File: src/rtl/fir_sched_pkg.sv
// Shared types and constants for the FIR sample scheduler.
package fir_sched_pkg;

    typedef enum logic [1:0] {
        IDLE    = 2'd0,
        ISSUE   = 2'd1,
        WAIT    = 2'd2,
        CAPTURE = 2'd3
    } sched_state_t;

    localparam int DEF_WIDTH      = 24;
    localparam int DEF_FIFO_DEPTH = 8;
    // Occupancy needs one extra bit so a full FIFO (level == depth) is representable.
    localparam int LVL_W          = $clog2(DEF_FIFO_DEPTH) + 1;

endpackage

File: src/rtl/fir_sched_fifo.sv
// Small synchronous FIFO buffering upstream samples for the scheduler.
module fir_sched_fifo
    import fir_sched_pkg::*;
#(
    parameter int WIDTH = DEF_WIDTH,
    parameter int DEPTH = DEF_FIFO_DEPTH
) (
    input  logic                     clk,
    input  logic                     rst_n,
    input  logic                     push,
    input  logic                     pop,
    input  logic [WIDTH-1:0]         din,
    output logic [WIDTH-1:0]         dout,
    output logic                     full,
    output logic                     empty,
    output logic [$clog2(DEPTH):0]   level
);
    localparam int AW = $clog2(DEPTH);

    logic [WIDTH-1:0] mem [DEPTH];
    logic [AW-1:0]    wr_ptr;
    logic [AW-1:0]    rd_ptr;

    assign dout  = mem[rd_ptr];
    assign full  = (level == (AW+1)'(DEPTH));
    assign empty = (level == '0);

    always_ff @(posedge clk) begin
        if (push) mem[wr_ptr] <= din;
    end

    // Pointers wrap naturally since DEPTH is a power of two.
    always_ff @(posedge clk or negedge rst_n) begin
        if (!rst_n) begin
            wr_ptr <= '0;
            rd_ptr <= '0;
            level  <= '0;
        end else begin
            if (push) wr_ptr <= wr_ptr + 1'b1;
            if (pop)  rd_ptr <= rd_ptr + 1'b1;
            case ({push, pop})
                2'b10:   level <= level + 1'b1;
                2'b01:   level <= level - 1'b1;
                default: level <= level;
            endcase
        end
    end

endmodule

File: src/rtl/fir_sample_scheduler.sv
// Issues one buffered sample per tick to the shared FIR and captures its result.
// Optional FIR_SCHED_ZERO_STUFF_EN: empty-FIFO ticks issue a zero sample instead of skipping.
module fir_sample_scheduler
    import fir_sched_pkg::*;
#(
    parameter int WIDTH       = DEF_WIDTH,
    parameter int FIFO_DEPTH  = DEF_FIFO_DEPTH,
    parameter int FIR_LATENCY = 4,
    parameter int DIV_W       = 8
) (
    input  logic                         clk,
    input  logic                         rst_n,
    input  logic                         enable,
    input  logic [DIV_W-1:0]             period,
    input  logic [WIDTH-1:0]             in_sig,
    input  logic                         in_valid,
    output logic                         in_ready,
    output logic [WIDTH-1:0]             fir_sig,
    output logic                         fir_ready,
    input  logic [WIDTH-1:0]             fir_some,
    output logic [WIDTH-1:0]             out_sig,
    output logic                         out_valid,
    output logic [$clog2(FIFO_DEPTH):0]  fifo_level,
    output logic                         underrun,
    output logic                         late
);
    localparam int WCW = (FIR_LATENCY > 2) ? $clog2(FIR_LATENCY - 1) : 1;
    localparam logic [WCW-1:0] WAIT_LAST = WCW'((FIR_LATENCY >= 2) ? FIR_LATENCY - 2 : 0);

    sched_state_t     state;
    logic [WCW-1:0]   wcnt;
    logic [DIV_W-1:0] div_cnt;
    logic             pending;
    logic             tick, take, push, pop, full, empty;
    logic [WIDTH-1:0] head;

    assign in_ready = ~full;
    assign push     = in_valid & in_ready;
    assign tick     = enable && (div_cnt == period);
    // A pending tick is consumed in IDLE whether it issues or underruns.
    assign take     = (state == IDLE) && pending;
    assign pop      = take && !empty;

    fir_sched_fifo #(.WIDTH(WIDTH), .DEPTH(FIFO_DEPTH)) u_fifo (
        .clk   (clk),
        .rst_n (rst_n),
        .push  (push),
        .pop   (pop),
        .din   (in_sig),
        .dout  (head),
        .full  (full),
        .empty (empty),
        .level (fifo_level)
    );

    always_ff @(posedge clk or negedge rst_n) begin
        if (!rst_n) begin
            div_cnt <= '0;
            pending <= 1'b0;
            late    <= 1'b0;
        end else begin
            if (!enable || div_cnt == period) div_cnt <= '0;
            else                              div_cnt <= div_cnt + 1'b1;
            if (tick)      pending <= 1'b1;
            else if (take) pending <= 1'b0;
            if (tick && pending && !take) late <= 1'b1;
        end
    end

    always_ff @(posedge clk or negedge rst_n) begin
        if (!rst_n) begin
            state     <= IDLE;
            wcnt      <= '0;
            fir_sig   <= '0;
            fir_ready <= 1'b0;
            out_sig   <= '0;
            out_valid <= 1'b0;
            underrun  <= 1'b0;
        end else begin
            fir_ready <= 1'b0;
            out_valid <= 1'b0;
            case (state)
                IDLE: begin
                    if (take) begin
                        if (!empty) begin
                            state     <= ISSUE;
                            fir_sig   <= head;
                            fir_ready <= 1'b1;
                        end else begin
                            underrun  <= 1'b1;
`ifdef FIR_SCHED_ZERO_STUFF_EN
                            state     <= ISSUE;
                            fir_sig   <= '0;
                            fir_ready <= 1'b1;
`endif
                        end
                    end
                end
                ISSUE: begin
                    wcnt  <= '0;
                    state <= (FIR_LATENCY == 1) ? CAPTURE : WAIT;
                end
                WAIT: begin
                    if (wcnt == WAIT_LAST) state <= CAPTURE;
                    else                   wcnt  <= wcnt + 1'b1;
                end
                CAPTURE: begin
                    out_sig   <= fir_some;
                    out_valid <= 1'b1;
                    state     <= IDLE;
                end
                default: state <= IDLE;
            endcase
        end
    end

endmodule
File: config.mk
export PLATFORM = sky130hd
export DESIGN_NAME = fir_sample_scheduler
export DESIGN_NICKNAME = d
export VERILOG_FILES = /design/src/rtl/fir_sched_pkg.sv /design/src/rtl/fir_sched_fifo.sv /design/src/rtl/fir_sample_scheduler.sv
export SDC_FILE = /design/constraint.sdc
export NUM_CORES = 1
export LEC_CHECK = 0
export ABC_CLOCK_PERIOD_IN_PS = 3300
export CAP_MARGIN = 10
export CORE_MARGIN = 5
export CORE_UTILIZATION = 50
export DETAILED_ROUTE_END_ITERATION = 10
export GPL_ROUTABILITY_DRIVEN = 0
export PLACE_DENSITY = 0.74
export SLEW_MARGIN = 10
export SYNTH_ARGS = -nofsm -noshare
export SYNTH_HDL_FRONTEND = slang
export SYNTH_HIERARCHICAL = 1
export SYNTH_SLANG_ARGS = --single-unit
export TNS_END_PERCENT = 20
File: constraint.sdc
create_clock -name clk -period 3.3 [get_ports clk]
set_clock_uncertainty 0.2 [all_clocks]
set_input_delay 0.66 -clock clk [delete_from_list [all_inputs] [get_ports clk]]
set_output_delay 0.66 -clock clk [all_outputs]
set_load 0.05 [all_outputs]
==> results.toml <==
[logic_synthesis]
synth.cell_area_sq_mm = 0.0105
yosysMostFrequentCell = "edfxtp_1"
synth_flop_cell = "edfxtp_1"
syn_avg_cell_area_sq_um = 20.4
synthDistinctLibCells = 38
synthCells = 516
yosys_warnings = 6
yosysTopAreaCell = "edfxtp_1"
ys_top_cells_by_area = "edfxtp_1 (55%), dfrtp_1 (18%), mux4_2 (10%), mux2_2 (7.1%), mux2_4 (1.4%)"
yosys.area.top_type_share_pct = 54.8
ys_seq_elements = 267
synth_edf_count = 192
synthTopCellsByCount = "edfxtp_1 (192), dfrtp_1 (75), mux2_2 (66), mux4_2 (48), xor2_1 (16)"
synth_async_sr_flop_share_pct = 28.1
yosysSeqAreaShare_pct = 72.6
syn-num-nets = 587

[route]
avgRoutedWirePerCell_um = 21.1
routed_wirelength_um = 20100
drtAntennaViolNets = 0
num_vias = 5291
vias_per_cell = 5.54
drc_errors = 0
first_iter_violations = 358
first_pass_iters = 5

[floorplanning]
die_h_um = 155
die_area_sq_mm = 0.0240
core_sq_mm = 0.0209
io_pins = 117
die_x_um = 155
fp-row-count = 53
initial_utilization_pct = 50.4

[sta]
finalCritPeriodShare_pct = 92.0
drv_slew = 0
min_period_ns = 3.04
fmax_ghz = 0.329
setup_tns_ns = 0
worstMarginPinSlew_ns = 1.06
fin_ws_ns = 0.264
finalHoldViolations = 0
setup_viol = 0
rsz0062_at_grt = "no"
max_slew_margin_pct = 29.3

[final_layout]
nets = 731
antenna_cells = 0
fillers = 1484
drive_above_1_share_pct = 29.3
final_util_pct = 62.0
finalInstanceArea_sq_mm = 0.0130
area_delta_synth_final_pct = 23.1

[pwr]
ir_drop_mv = 0.655
power.density_mw_per_mm2 = 811
leakage_nw = 4.60

[worst_setup_path]
worst_ep_required_time_ns = 2.44
cp-start-kind = "flop"
worstSetupPathType = "flop to primary output"
cp_max_fo = 7
cp-end-kind = "primary output"
cpPeakStageDelay_ns = 0.71
worstPathCellList = "nor4b_1 > inv_1 > clkdlybuf4s50_1"
critPathSlowestCell = "clkdlybuf4s50_1"
cp.arrival_ns = 2.18

[clock_tree]
cts_setup_buffers = 0
cts_sinks = 267
cts_tree = "done"
clk_latency_ns = 0.52
cts_buffers = 26
clk_pin_slew_ns = 0.06
cts_hold_buffers = 0
htreeDepth = 1
clockBufferDepth = 3
cts_resized = 0
root_buffer = "clkbuf_16"

[job]
maxCapViolCount = 0

[placement]
port_buffers = 116
hpwlAfterDp_um = 12800
pre_cts_slack_ns = 0.437
placed_area_sq_mm = 0.0121

[global_routing]
first_global_vias = 5628
antenna_found_initial = 0
grt_usage_pct = 16.8
grt_max_degree = 76
grt_pass1_wl_um = 31800
overflow = 0

[min_path]
hold_path_class = "primary input to async pin"

[outcome]
status = "finished clean"
-- path summary, 6_finish.rpt --
kind | start | end | slack, ns | cells after the start
setup reg to reg | u_fifo/level[2] | u_fifo/level[2] | 0.78 | 10
hold / removal | rst_n | out_sig[12] | 0.11 | 1
setup / recovery | u_fifo/level[2] | in_ready | 0.26 | 3
min in group clk | underrun | underrun | 0.29 | 1
max in group asynchronous | rst_n | u_fifo/rd_ptr[0] | 2.05 | 1
hold reg to reg | underrun | underrun | 0.29 | 1
-- critical path, delay by kind of cell, from the launching register on --
kind | cells | cell delay [ns]
flops | 1 | 0.46
buf+inv | 2 | 0.79
simple gates | 1 | 0.41
-- kinds of logic (layout without fill, tap and decap cells) --
family | count (synthesis) | in the layout | synth area share (%)
simple gates | 43 | 43 | 2.38
mux | 124 | 124 | 18.8
xor+xnor | 21 | 21 | 1.75
flops | 267 | 267 | 72.6
compound gates | 23 | 23 | 1.58
fa+ha+maj | 11 | 11 | 1.31
buf+inv | 27 | 191 | 1.58
-- layout by cell type, fill, tap and decap left out, types with 7 or more instances in the layout --
cell type / n
clkdlybuf4s50_1: 115
edfxtp_1: 192
buf_4: 18
dfrtp_1: 73
ha_1: 11
inv_1: 7
nand2_1: 9
mux2_2: 66
mux4_2: 48
clkbuf_16: 27
mux2_4: 10
xor2_1: 16
-- power by group --
group          leakage, nW  internal (mW)  switching [mW]
clock network        0.413           1.67            1.18
registers             2.71           4.27           0.324
logic                 1.48           1.31            1.75
total                 4.60           7.25            3.25
-- routing by layer --
| metal | vias to the layer above | track usage, % | share of wire (%) |
|---|---|---|---|
| li1 | 2335 | - | - |
| met3 | 38 | 2.87 | 5.8 |
| met4 | 0 | 4.46 | 2.7 |
| met1 | 2734 | 23.2 | 42 |
| met2 | 184 | 28.0 | 49 |
| met5 | - | 0 | 0 |
-- flip-flops by register name, summed over array words and instances (netlist names), 2 cells and up --
register       count
fir_sig           24
wcnt               2
out_sig           24
u_fifo/rd_ptr      3
u_fifo/wr_ptr      3
u_fifo/mem       192
state              2
u_fifo/level       4
div_cnt            8
-- cell type report --
cell class	instances	area, sq um	area share (%)
sequential	267	7650	59.0
multi-input combinational	222	2750	21.2
timing repair buffer	136	1350	10.4
clock buffer	36	749	5.79
tap	275	344	2.66
clock inverter	12	90.1	0.696
inverter	7	26.3	0.203
-- metrics by stage --
step / hold WS, ns / total power [mW] / cells
after global placement: 0.266 / 7.66 / 907
final: 0.111 / 10.5 / 955
after floorplan: 0.164 / 6.73 / 516
after detailed placement: 0.285 / 7.78 / 907
after CTS: 0.143 / 10.6 / 955
after global routing: 0.200 / 11.0 / 955
No activity file was read; power rests on OpenSTA's default activity.
